$ cat config.mk
export PLATFORM = sky130hd
export DESIGN_NAME = fp_round_pipe_flat
export DESIGN_NICKNAME = d
export VERILOG_FILES = /design/src/rtl/fp_round_pipe_pkg.sv /design/src/rtl/fp_round_pipe_if.sv /design/src/rtl/fp_round_pipe_decide.sv /design/src/rtl/fp_round_pipe.sv /design/src/flat_wrapper.sv
export SDC_FILE = /design/constraint.sdc
export NUM_CORES = 1
export LEC_CHECK = 0
export ABC_AREA = 1
export CAP_MARGIN = 20
export CORE_ASPECT_RATIO = 1.5
export CORE_UTILIZATION = 48
export DETAILED_ROUTE_END_ITERATION = 8
export PLACE_DENSITY = 0.77
export SETUP_SLACK_MARGIN = 0.02
export SLEW_MARGIN = 15
export SYNTH_ARGS = -nofsm -noshare
export SYNTH_HDL_FRONTEND = slang
export SYNTH_SLANG_ARGS = --single-unit
$ cat constraint.sdc
create_clock -name clk -period 4.4 [get_ports clk]
set_input_delay 1.1 -clock clk [delete_from_list [all_inputs] [get_ports clk]]
set_output_delay 1.1 -clock clk [all_outputs]
set_load 0.01 [all_outputs]
$ cat src/rtl/fp_round_pipe_pkg.sv
// Shared FPU rounding types: rounding-mode encoding, exception flag bundle
// and common exponent constants.
package fp_pkg;

  typedef enum logic [2:0] {
    FP_RNE = 3'b000,
    FP_RTZ = 3'b001,
    FP_RDN = 3'b010,
    FP_RUP = 3'b011,
    FP_RMM = 3'b100
  } fp_round_mode_t;

  typedef struct packed {
    logic inexact;
    logic overflow;
  } fp_flags_t;

  localparam int unsigned FP32_EXP_WIDTH = 8;
  localparam int unsigned FP64_EXP_WIDTH = 11;
  localparam logic [FP32_EXP_WIDTH-1:0] FP32_EXP_ALL_ONES = '1;
  localparam logic [FP64_EXP_WIDTH-1:0] FP64_EXP_ALL_ONES = '1;

endpackage

$ cat src/rtl/fp_round_pipe_if.sv
// Valid/ready channels into and out of the rounding pipe.
interface fp_round_pipe_if #(
  parameter int unsigned exp_width  = 8,
  parameter int unsigned frac_width = 23
);
  logic                          in_valid;
  logic                          in_ready;
  logic                          in_sign;
  logic [exp_width-1:0]          in_exp;
  logic [frac_width+2:0]         in_frac;
  logic                          in_special;
  logic [2:0]                    in_mode;
  logic                          out_valid;
  logic                          out_ready;
  logic [exp_width+frac_width:0] out_result;
  logic                          out_inexact;
  logic                          out_overflow;

  modport master (
    output in_valid, in_sign, in_exp, in_frac, in_special, in_mode, out_ready,
    input  in_ready, out_valid, out_result, out_inexact, out_overflow
  );

  modport slave (
    input  in_valid, in_sign, in_exp, in_frac, in_special, in_mode, out_ready,
    output in_ready, out_valid, out_result, out_inexact, out_overflow
  );
endinterface

$ cat src/rtl/fp_round_pipe_decide.sv
// Combinational round-up decision from mode, sign and the L/G/R/S bits.
module fp_round_decide
  import fp_pkg::*;
(
  input  logic [2:0] mode,
  input  logic       sign,
  input  logic       lsb,
  input  logic       guard,
  input  logic       round,
  input  logic       sticky,
  output logic       round_up
);
  logic any_rem;

  always_comb begin
    any_rem  = guard | round | sticky;
    round_up = 1'b0;
    case (mode)
      FP_RTZ:  round_up = 1'b0;
      FP_RDN:  round_up = sign & any_rem;
      FP_RUP:  round_up = ~sign & any_rem;
      FP_RMM:  round_up = guard;
      // Unassigned encodings fall back to round-to-nearest-even.
      default: round_up = guard & (lsb | round | sticky);
    endcase
  end
endmodule

$ cat src/rtl/fp_round_pipe.sv
// Two-stage IEEE-754 rounding pipe: S1 latches operands with the round-up
// decision, S2 applies the increment, overflow/special handling and flags.
module fp_round_pipe
  import fp_pkg::*;
#(
  parameter int unsigned exp_width  = 8,
  parameter int unsigned frac_width = 23
) (
  input  logic               clk,
  input  logic               reset,
  fp_round_pipe_if.slave     bus,
  input  logic               flags_clear,
  output logic               sticky_inexact,
  output logic               sticky_overflow
);
  localparam int unsigned ef_width = exp_width + frac_width;
  localparam logic [exp_width-1:0] exp_all_ones = '1;

  logic                  s1_valid;
  logic                  s1_sign;
  logic [exp_width-1:0]  s1_exp;
  logic [frac_width-1:0] s1_frac;
  logic                  s1_special;
  logic                  s1_round_up;
  logic                  s1_inexact;
  logic                  s1_adv;
  logic                  s2_adv;
  logic                  dec_round_up;

  logic                  out_valid_q;
  logic [ef_width:0]     out_result_q;
  fp_flags_t             out_flags_q;

  logic [ef_width-1:0]   sum;
  logic [ef_width:0]     s2_result;
  fp_flags_t             s2_flags;
  logic                  out_fire;

  // Each stage advances when empty or when its successor advances.
  assign s2_adv       = ~out_valid_q | bus.out_ready;
  assign s1_adv       = ~s1_valid | s2_adv;
  assign bus.in_ready = s1_adv;

  fp_round_decide u_decide (
    .mode     (bus.in_mode),
    .sign     (bus.in_sign),
    .lsb      (bus.in_frac[3]),
    .guard    (bus.in_frac[2]),
    .round    (bus.in_frac[1]),
    .sticky   (bus.in_frac[0]),
    .round_up (dec_round_up)
  );

  always_ff @(posedge clk) begin
    if (reset) begin
      s1_valid <= 1'b0;
    end else if (s1_adv) begin
      s1_valid <= bus.in_valid;
      if (bus.in_valid) begin
        s1_sign     <= bus.in_sign;
        s1_exp      <= bus.in_exp;
        s1_frac     <= bus.in_frac[frac_width+2:3];
        s1_special  <= bus.in_special;
        s1_round_up <= dec_round_up;
        s1_inexact  <= |bus.in_frac[2:0];
      end
    end
  end

  // Single add over {exp, frac} lets a fraction carry ripple into the exponent.
  always_comb begin
    sum       = {s1_exp, s1_frac} + {{(ef_width-1){1'b0}}, s1_round_up};
    s2_result = {s1_sign, sum};
    s2_flags  = '{inexact: s1_inexact, overflow: 1'b0};
    if (s1_special) begin
      s2_result = {s1_sign, exp_all_ones, s1_frac};
      s2_flags  = '0;
    end else if (sum[ef_width-1 -: exp_width] == exp_all_ones) begin
      s2_result = {s1_sign, exp_all_ones, {frac_width{1'b0}}};
      s2_flags  = '{inexact: 1'b1, overflow: 1'b1};
    end
  end

  always_ff @(posedge clk) begin
    if (reset) begin
      out_valid_q  <= 1'b0;
      out_result_q <= '0;
      out_flags_q  <= '0;
    end else if (s2_adv) begin
      out_valid_q <= s1_valid;
      if (s1_valid) begin
        out_result_q <= s2_result;
        out_flags_q  <= s2_flags;
      end
    end
  end

  assign bus.out_valid    = out_valid_q;
  assign bus.out_result   = out_result_q;
  assign bus.out_inexact  = out_flags_q.inexact;
  assign bus.out_overflow = out_flags_q.overflow;

  assign out_fire = out_valid_q & bus.out_ready;

  // A clear coinciding with a handshake keeps that handshake's flags.
  always_ff @(posedge clk) begin
    if (reset) begin
      sticky_inexact  <= 1'b0;
      sticky_overflow <= 1'b0;
    end else begin
      sticky_inexact  <= (sticky_inexact  & ~flags_clear) | (out_fire & out_flags_q.inexact);
      sticky_overflow <= (sticky_overflow & ~flags_clear) | (out_fire & out_flags_q.overflow);
    end
  end
endmodule

$ cat src/flat_wrapper.sv
// flat-port wrapper written by rule: the top's interface ports become plain ports
module fp_round_pipe_flat import fp_pkg::*;
#(
  parameter int unsigned exp_width  = 8,
  parameter int unsigned frac_width = 23
)
  (clk, reset, flags_clear, sticky_inexact, sticky_overflow, bus_in_valid, bus_in_sign, bus_in_exp, bus_in_frac, bus_in_special, bus_in_mode, bus_out_ready, bus_in_ready, bus_out_valid, bus_out_result, bus_out_inexact, bus_out_overflow);
  fp_round_pipe_if #(.exp_width(exp_width), .frac_width(frac_width)) bus_i ();
  input  logic clk;
  input  logic reset;
  input  logic flags_clear;
  output logic sticky_inexact;
  output logic sticky_overflow;
  input wire logic [$bits(bus_i.in_valid)-1:0] bus_in_valid;
  input wire logic [$bits(bus_i.in_sign)-1:0] bus_in_sign;
  input wire logic [$bits(bus_i.in_exp)-1:0] bus_in_exp;
  input wire logic [$bits(bus_i.in_frac)-1:0] bus_in_frac;
  input wire logic [$bits(bus_i.in_special)-1:0] bus_in_special;
  input wire logic [$bits(bus_i.in_mode)-1:0] bus_in_mode;
  input wire logic [$bits(bus_i.out_ready)-1:0] bus_out_ready;
  output wire logic [$bits(bus_i.in_ready)-1:0] bus_in_ready;
  output wire logic [$bits(bus_i.out_valid)-1:0] bus_out_valid;
  output wire logic [$bits(bus_i.out_result)-1:0] bus_out_result;
  output wire logic [$bits(bus_i.out_inexact)-1:0] bus_out_inexact;
  output wire logic [$bits(bus_i.out_overflow)-1:0] bus_out_overflow;
  assign bus_i.in_valid = bus_in_valid;
  assign bus_i.in_sign = bus_in_sign;
  assign bus_i.in_exp = bus_in_exp;
  assign bus_i.in_frac = bus_in_frac;
  assign bus_i.in_special = bus_in_special;
  assign bus_i.in_mode = bus_in_mode;
  assign bus_i.out_ready = bus_out_ready;
  assign bus_in_ready = bus_i.in_ready;
  assign bus_out_valid = bus_i.out_valid;
  assign bus_out_result = bus_i.out_result;
  assign bus_out_inexact = bus_i.out_inexact;
  assign bus_out_overflow = bus_i.out_overflow;
  fp_round_pipe #(.exp_width(exp_width), .frac_width(frac_width)) u_core (.clk(clk), .reset(reset), .bus(bus_i), .flags_clear(flags_clear), .sticky_inexact(sticky_inexact), .sticky_overflow(sticky_overflow));
endmodule
==> results of run 1 <==
logic make-up (layout without fill, tap and decap cells):
| group | count (synthesis) | after routing |
|---|---|---|
| and+or+nand+nor | 214 | 214 |
| DFF | 73 | 73 |
| AOI/OAI and AO/OA | 57 | 57 |
| buffers and inverters | 50 | 139 |
| xor gates and xnor gates | 16 | 16 |
| adders and majority gates | 2 | 2 |
registers in the layout, summed over array words and instances, names as in the netlist:
name,flops
u_core.s1_frac,23
u_core.sticky_inexact,1
u_core.bus.out_valid,1
u_core.bus.out_overflow,1
u_core.s1_exp,8
u_core.s1_valid,1
u_core.sticky_overflow,1
u_core.s1_special,1
u_core.s1_round_up,1
u_core.s1_inexact,1
u_core.bus.out_inexact,1
u_core.s1_sign,1
u_core.bus.out_result,32
path summary, 6_finish.rpt:
| check | end | slack, ns | from | cells after the start |
|---|---|---|---|---|
| max | bus_in_ready | 0.99 | bus_out_ready | 4 |
| min | u_core.bus.out_result[20] | 0.47 | u_core.bus.out_result[20] | 2 |
| max reg2reg | u_core.bus.out_result[2] | 2.02 | u_core.s1_frac[0] | 13 |
| min reg2reg | u_core.bus.out_result[20] | 0.47 | u_core.bus.out_result[20] | 2 |
routing by layer:
| metal | vias up | share of wire [%] | GRT usage, % |
|---|---|---|---|
| li1 | 1526 | - | - |
| met1 | 1380 | 40 | 25.1 |
| met2 | 66 | 54 | 40.6 |
| met3 | 19 | 2.9 | 5.59 |
| met4 | 0 | 3.1 | 11.9 |
| met5 | - | 0 | 0 |
placed cells by master, fill, tap and decap left out, drive strengths merged:
cell | synthesis | routed
o221ai | 7 | 7
a21oi | 33 | 33
nor2 | 54 | 54
a31o | 1 | 1
clkbuf | 8 | 12
nand4 | 3 | 3
a2111oi | 1 | 1
inv | 38 | 38
edfxtp | 35 | 35
a31oi | 2 | 2
nand3b | 6 | 6
nor3 | 2 | 2
nand2 | 117 | 117
o32ai | 1 | 1
clkinvlp | 0 | 1
buf | 4 | 4
o21bai | 2 | 2
a21boi | 1 | 1
xor2 | 11 | 11
or3 | 1 | 1
o21ai | 9 | 9
xnor2 | 5 | 5
dfxtp | 38 | 38
clkinv | 0 | 3
clkdlybuf4s50 | 0 | 81
ha | 2 | 2
nand3 | 31 | 31
metrics by stage:
stage          cells  power, uW  utilization, %  area, um^2
2_1_floorplan    412        870               -        3600
3_3_place_gp     585        965            62.3        4500
3_5_place_dp     585        970            62.3        4500
4_1_cts          601       1400            64.4        4650
5_1_grt          601       1450            64.4        4650
6_report         601       1390            64.4        4650
power groups by stage:
| stage | clock [uW] | sequential [uW] | combinational, uW |
|---|---|---|---|
| 6_report | 435 | 772 | 182 |
| 5_1_grt | 474 | 775 | 200 |
| 4_1_cts | 448 | 772 | 184 |
| 3_5_place_dp | 0 | 787 | 183 |
| 3_3_place_gp | 0 | 786 | 179 |
| 2_1_floorplan | 0 | 790 | 79.7 |
tightest hold or removal path, cell delays in order, from the launching register on:
cell and delay [ns]:
dfxtp_1 0.31, nand2_1 0.06, a21oi_1 0.05
final cells by class:
| cell class | instances | area [um^2] |
|---|---|---|
| clock buffer | 12 | 135 |
| clock inverter | 4 | 20.0 |
| fill | 658 | 2570 |
| inverter | 38 | 143 |
| multi-input combinational | 289 | 1580 |
| sequential | 73 | 1810 |
| tap | 100 | 125 |
| timing repair buffer | 85 | 841 |
==> flow_summary.toml, run 1 <==
[cts]
cts_made_buffers = 9
cts_sinks = 73
clockBufferDepth = 2
insertion_delay_ns = 0.36
clk_transition_reported_paths_ns = 0.07
htreeDepth = 3
root_buffer = "clkbuf_8"
postCtsHoldBufs = 0
post_cts_resized = 0
post_cts_buffers = 0
cts_tree = "yes"

[power_and_ir_drop]
p_sw_uw = 346
switching_share_pct = 24.9
leakagePower_uw = 0.00172
ir_worst_vdd_mv = 0.250
power_frac_seq_pct = 55.6
p_comb_share_pct = 13.1
internal_power_uw = 1040
powerDensity_nw_per_um2 = 299
clkPwrFrac_pct = 31.3

[floorplanning]
ios = 82
core_area_um2 = 7230
die_w_um = 72.7
die_h_um = 108
rows = 38
die_area_um2 = 7850
start_util_pct = 49.8

[synthesis]
ys.flop_type = "dfxtp_1"
synth-async-reset-ratio_pct = 0
ys_warn_count = 0
synth_top_family_by_area = "simple AND/OR/NAND/NOR gates"
synth_mux_area_share_pct = 0
postSynthCellCount = 412
ys_top_cells_by_count = "111 x nand2_1, 44 x nor2_1, 38 x dfxtp_1"
synth-compound-area-share_pct = 10.4
yosysMostFrequentCell = "nand2_1"
yosys.area_share.simple_pct = 28.9
synth_seq_cells = 73
ys_types = 33
synth_adder_area_share_pct = 0.696
yosys.area.top_type = "edfxtp_1"
synth.avg_cell_area_um2 = 8.73
syn_nets = 458
synthXorXnorAreaFrac_pct = 3.90
synth_edf_count = 35
synth_top_area_share_pct = 29.2
syn_area_um2 = 3600
synth_area_leaders = "edfxtp_1 29%, dfxtp_1 21%, nand2_1 12%"
ys_seq_area_share_pct = 50.4

[timing]
slew_viol_final = 0
rsz0062_at_grt = "no"
fin_setup_tns_ns = 0
fin_crit_ns = 3.41
fmax_mhz = 293
skew_ns = 0.00933
finalSetupViolations = 0
hold_ws_ns = 0.467
relSlewSlack_pct = 63.4
fin_crit_sh_pct = 77.6
worst_slew_pin_slew_ns = 0.548
worst_slack_ns = 0.986
hold_violations = 0

[critical_path]
critPathCaptureType = "primary output"
path_max_fanout = 3
path_class = "in -> out"
cp_slowest_cell = "clkdlybuf4s50_1"
worstPathArrival_ns = 2.31
critPathRequiredTime_ns = 3.30
path_buf_inv = 3
crit_path_max_incr_delay_ns = 0.56
cpMostUsedCell = "clkdlybuf4s50_1"
critPathLaunchType = "input port"
crit_chain = "clkdlybuf4s50_1 > inv_1 > nand3_1 > clkdlybuf4s50_1"
crit_family = "buffers and inverters"

[placed_design]
post-place-ws_ns = 0.981
port_buffers = 81
hpwl_mm = 6.31
place_congestion = 0.906

[outcome]
status = "complete, no violations"

[layout]
antenna_cells = 0
drive_gt1_share_pct = 12.6
area_growth_pct = 29.4
finalNetCount = 542

[drt]
first_pass_iters = 4
drc_errors = 0
routed_wl_mm = 8.11
via_per_inst = 4.98
drt_iter0_markers = 164
drt-wirelength-per-cell_um = 13.5
vias = 2991
ant_nets = 0

[global_route]
track_usage_pct = 23.0
grt_first_pass_wirelength_mm = 13.5
grt_pass1_vias = 3045
antenna_found_initial = 0
grt_max_degree = 36
grt-ovfl-total = 0

[worst_hold_path]
hold_class = "reg -> reg"

[run]
max_cap_viol_count = 0
(Power assumes the default switching activity.)
==> run 2: changes to the inputs <==
==> constraint.sdc (replaced) <==
create_clock -name clk -period 3.23 [get_ports clk]
set_input_delay 0.8075 -clock clk [delete_from_list [all_inputs] [get_ports clk]]
set_output_delay 0.8075 -clock clk [all_outputs]
set_load 0.01 [all_outputs]
==> run 2 against run 1 <==
Against the previous run: via count fell by 0.97%; sequential cell count did not move; first-iteration DRC count rose by 27%; sequential share of layout area fell by 0.50 points; clock power rose by 67%; sequential power rose by 36%; setup slack got worse by 0.59 ns; die area did not move; clock skew rose by 0.00076 ns; non-clock buffer count rose by 1; critical path type unchanged; largest cell class unchanged.
==> flow_summary.toml, run 2 (same netlist as run 1, synthesis figures left out) <==
[layout]
drive_gt1_share_pct = 13.3
area_growth_pct = 31.1
antenna_cells = 0
fin_util_pct = 65.2
layout_common_cells = "111 x nand2_1, 81 x clkdlybuf4s50_1, 44 x nor2_1, 38 x dfxtp_1, 37 x inv_1"
layoutNonFillerInstCount = 602
final_cell_area_um2 = 4710
final_common_cell = "nand2_1"
finalNetCount = 543
largest_reg_flops = 32

[critical_path]
critPathLaunchType = "input port"
crit_chain = "clkdlybuf4s50_1 > inv_1 > nand3_1 > clkdlybuf4s50_1"
critPathCaptureType = "primary output"
path_buf_inv = 3
cpMostUsedCell = "clkdlybuf4s50_1"
r2r_end = "u_core.bus.out_result[8]"
path_class = "in -> out"
worstRegToRegCells = 13
ff2ff_setup_slack_ns = 0.84
crit_family = "buffers and inverters"
crit_path_max_incr_delay_ns = 0.55
worstPathArrival_ns = 2.02
path_max_fanout = 3
critPathRequiredTime_ns = 2.42
r2r-start = "u_core.s1_frac[0]"
cp_slowest_cell = "clkdlybuf4s50_1"

[timing]
fmax_mhz = 353
skew_ns = 0.0101
hold_ws_ns = 0.464
rsz0062_at_grt = "no"
relSlewSlack_pct = 71.0
fin_setup_tns_ns = 0
finalSetupViolations = 0
fin_crit_ns = 2.83
worst_slew_pin_slew_ns = 0.434
slew_viol_final = 0
hold_violations = 0
fin_crit_sh_pct = 87.7

[cts]
cts_tree = "yes"
post_cts_resized = 0
post_cts_buffers = 0
cts_sinks = 73
htreeDepth = 3
clockBufferDepth = 2
root_buffer = "clkbuf_8"
cts_made_buffers = 9
insertion_delay_ns = 0.35
clk_transition_reported_paths_ns = 0.07
postCtsHoldBufs = 0

[drt]
vias = 2962
routed_wl_mm = 7.63
via_per_inst = 4.92
drt_iter0_markers = 209
drt-wirelength-per-cell_um = 12.7
ant_nets = 0
first_pass_iters = 4
drc_errors = 0

[floorplanning]
rows = 38
start_util_pct = 49.8
core_area_um2 = 7230
ios = 82
die_h_um = 108
die_w_um = 72.7
die_area_um2 = 7850

[worst_hold_path]
hold-path-endpoint = "u_core.sticky_overflow"
hold_class = "reg -> reg"
hp-start = "u_core.sticky_overflow"
holdPathStages = 2

[placed_design]
post_dp_cell_area_um2 = 4510
hpwl_mm = 5.94
dpl.cell_count = 586
place_congestion = 0.902
port_buffers = 81

[global_route]
grt_max_degree = 36
grt_pass1_vias = 2896
antenna_found_initial = 0
grt-ovfl-total = 0
track_usage_pct = 21.4
grt_first_pass_wirelength_mm = 12.7

[outcome]
status = "complete, no violations"

[power_and_ir_drop]
ir_worst_vdd_mv = 0.355
powerDensity_nw_per_um2 = 430
leakagePower_uw = 0.00176

[run]
max_cap_viol_count = 0
-- run 2: cell types whose count changed in the layout (fill, tap and decap cells not counted), sizes merged --
cell      previous run  this run
buf                  4         5
clkinvlp             1         0
clkbuf              12        14
clkinv               3         1
bufinv               0         1
-- run 2: cell type report --
type | instances | area, um^2
fill | 637 | 2510
sequential | 73 | 1810
multi-input combinational | 289 | 1580
timing repair buffer | 86 | 848
clock buffer | 14 | 173
inverter | 38 | 143
tap | 100 | 125
clock inverter | 2 | 35.0
-- run 2: where the power goes --
group	switching (uW)	total [uW]	internal [uW]
logic	116	248	132
registers	31.7	1050	1020
clock network	308	727	420
-- run 2: worst max-delay path by stage --
stage               cells after the start     startpoint  slack [ns]                to
global route                            4  bus_out_ready        0.33      bus_in_ready
detailed placement                      4  bus_out_ready        0.40      bus_in_ready
CTS                                     4  bus_out_ready        0.40      bus_in_ready
finish                                  4  bus_out_ready        0.40      bus_in_ready
floorplan                               5          reset        0.68  u_core.s1_exp[0]
global placement                        4  bus_out_ready        0.42      bus_in_ready
-- run 2: stage by stage --
step                total power [uW]  setup WS [ns]
floorplan                       1180          0.683
global placement                1310          0.424
detailed placement              1320          0.403
CTS                             2050          0.403
global route                    2110          0.330
finish                          2030          0.398
-- run 2: tightest hold or removal path: stages, from the launching register on --
cell     delay [ns]
dfxtp_1        0.31
nand2_1        0.06
a21oi_1        0.05
-- run 2: metal layers --
metal	GRT usage, %	part of all wire (%)	vias to the layer above
met5	0	0	-
met4	10.2	2.6	0
met3	4.75	3.9	15
met2	36.8	52	69
met1	24.8	41	1344
li1	-	-	1534
==> run 3: changes to the inputs <==
--- a/config.mk
+++ b/config.mk
@@ -5,7 +5,7 @@
 export SDC_FILE = /design/constraint.sdc
 export NUM_CORES = 1
 export LEC_CHECK = 0
-export ABC_AREA = 1
+export ABC_AREA = 0
 export CAP_MARGIN = 20
 export CORE_ASPECT_RATIO = 1.5
 export CORE_UTILIZATION = 48
==> run 3 against run 2 <==
Against the previous run: design area grew 0.85%; sequential cell count is the same; first-iteration DRC count grew 9.1%; clock-buffer cell count fell by 1; cell count shrank 13%; die area down 1.9%; synthesized area decreased by 1.9%; critical path depth grew 3; critical endpoint is now u_core.bus.out_result[21]; utilization rose by 2.8 points; sequential share of layout area decreased by 0.32 points.
==> flow_summary.toml, run 3 <==
[outcome]
status = "complete, no violations"

[critical_path]
path_class = "reg -> reg"
r2r_end = "u_core.bus.out_result[21]"
critPathLaunchType = "flop"
critPathRequiredTime_ns = 3.44
r2r-start = "u_core.s1_frac[15]"
ff2ff_setup_slack_ns = 0.29
worstRegToRegCells = 7
worstPathArrival_ns = 3.15
critPathCaptureType = "flop"
path_max_fanout = 16

[layout]
layout_common_cells = "81 x clkdlybuf4s50_1, 38 x dfxtp_1, 35 x edfxtp_1, 24 x nand2_1"
area_growth_pct = 34.8
finalNetCount = 468
final_common_cell = "clkdlybuf4s50_1"
largest_reg_flops = 32
drive_gt1_share_pct = 10.3
antenna_cells = 0

[synthesis]
ys.flop_type = "dfxtp_1"
synth-async-reset-ratio_pct = 0
ys_seq_area_share_pct = 51.4
postSynthCellCount = 335
ys_types = 56
syn_nets = 381
yosysMostFrequentCell = "dfxtp_1"
synth_top_area_share_pct = 29.8
synth_seq_cells = 73
yosys.area.top_type = "edfxtp_1"
ys_top_cells_by_count = "38 x dfxtp_1, 35 x edfxtp_1, 24 x nand2_1, 24 x nor2_1, 23 x a21oi_1"
synth.avg_cell_area_um2 = 10.5
synth_area_leaders = "edfxtp_1 30%, dfxtp_1 22%, xnor2_1 5.5%"
syn_area_um2 = 3530
synth_edf_count = 35
ys_warn_count = 0

[cts]
postCtsHoldBufs = 0
clk_transition_reported_paths_ns = 0.08
insertion_delay_ns = 0.35
cts_made_buffers = 9
clockBufferDepth = 2
cts_sinks = 73
htreeDepth = 3
cts_tree = "yes"
root_buffer = "clkbuf_8"
post_cts_buffers = 0

[timing]
fmax_mhz = 341
finalSetupViolations = 0
worst_slew_pin_slew_ns = 0.583
fin_crit_sh_pct = 90.9
fin_crit_ns = 2.94
skew_ns = 0.0135
rsz0062_at_grt = "no"
fin_setup_tns_ns = 0
hold_violations = 0
slew_viol_final = 0
relSlewSlack_pct = 61.0

[drt]
vias = 3026
drt-wirelength-per-cell_um = 16.0
first_pass_iters = 4
drt_iter0_markers = 228
drc_errors = 0
routed_wl_mm = 8.36
via_per_inst = 5.77
ant_nets = 0

[global_route]
grt_first_pass_wirelength_mm = 13.9
grt_max_degree = 36
track_usage_pct = 23.6
grt-ovfl-total = 0
antenna_found_initial = 0
grt_pass1_vias = 2842

[worst_hold_path]
holdPathStages = 2
hold_class = "reg -> reg"
hp-start = "u_core.bus.out_result[31]"
hold-path-endpoint = "u_core.bus.out_result[31]"

[floorplanning]
ios = 82
rows = 37
die_area_um2 = 7700
start_util_pct = 50.4
core_area_um2 = 6990
die_w_um = 72.0
die_h_um = 107

[power_and_ir_drop]
leakagePower_uw = 0.00161
fin_total_pwr_uw = 2210
ir_worst_vdd_mv = 0.380
powerDensity_nw_per_um2 = 465

[placed_design]
port_buffers = 81
hpwl_mm = 6.08
place_congestion = 0.887

[run]
max_cap_viol_count = 0
[run 3: cell types whose count changed after synthesis, moves of 9 or more]
cell / change
nand2_1: -87
a22oi_1: +18
xnor2_1: +17
nand3_2: -17
a21oi_2: -11
nor2_1: -20
nand4_1: +9
inv_1: -33
[run 3: logic make-up (layout without fill, tap and decap cells)]
group	after synthesis	after routing	synth area share [%]
buffers and inverters	23	115	2.80
DFF	73	73	51.4
adders and majority gates	2	2	0.710
xor gates and xnor gates	28	28	6.96
and+or+nand+nor	111	111	17.0
AOI/OAI and AO/OA	98	98	21.2
[run 3: per-stage QoR]
| step | cell area, um^2 | hold slack (ns) | worst slack, ns | util [%] | std cells |
|---|---|---|---|---|---|
| 2_1_floorplan | 3530 | 0.471 | 0.550 | - | 335 |
| 3_3_place_gp | 4490 | 0.443 | 0.314 | 64.2 | 508 |
| 3_5_place_dp | 4490 | 0.448 | 0.179 | 64.2 | 508 |
| 4_1_cts | 4750 | 0.460 | 0.169 | 67.9 | 524 |
| 5_1_grt | 4750 | 0.479 | 0.0277 | 68.0 | 524 |
| 6_report | 4750 | 0.460 | 0.293 | 68.0 | 524 |
[run 3: timing repair]
item | in CTS | in global routing
gates resized for setup | 0 | 1
setup endpoints to repair | 0 | 15
endpoints found under the hold margin | 0 | 0
[run 3: critical path: stages (launching register included)]
cell,delay (ns)
edfxtp_1,0.46
nand4_1,0.19
or4_1,0.66
buf_4,0.20
or3_4,0.35
o32a_4,0.48
nand2_1,0.31
a31oi_1,0.15
[run 3: where the power goes]
group,total (uW),internal (uW),switching [uW]
registers,1060,1020,43.2
logic,259,145,115
clock network,889,551,338
total,2210,1720,496
[run 3: layout make-up]
| class | count | area, um^2 |
|---|---|---|
| multi-input combinational | 239 | 1630 |
| clock buffer | 13 | 191 |
| clock inverter | 3 | 66.3 |
| sequential | 73 | 1810 |
| tap | 97 | 121 |
| timing repair buffer | 95 | 916 |
| inverter | 4 | 15.0 |
| fill | 538 | 2240 |
[run 3: worst max path at each step]
| stage | from | endpoint | depth (start not counted) |
|---|---|---|---|
| 5_1_grt | u_core.s1_frac[0] | u_core.bus.out_result[3] | 9 |
| 3_3_place_gp | u_core.s1_frac[0] | u_core.bus.out_result[3] | 9 |
| 3_5_place_dp | u_core.s1_frac[0] | u_core.bus.out_result[3] | 9 |
| 6_report | u_core.s1_frac[15] | u_core.bus.out_result[21] | 7 |
| 4_1_cts | u_core.s1_frac[0] | u_core.bus.out_result[3] | 9 |
| 2_1_floorplan | u_core.s1_frac[0] | u_core.bus.out_result[0] | 8 |
[run 3: metal layers]
layer	vias up	routed length, um	global-route usage, %	share of wire (%)
met4	0	186	10.1	2.2
li1	1469	-	-	-
met3	16	276	4.51	3.3
met1	1455	3670	30.9	44
met2	86	4230	37.9	51
met5	-	0	0	0
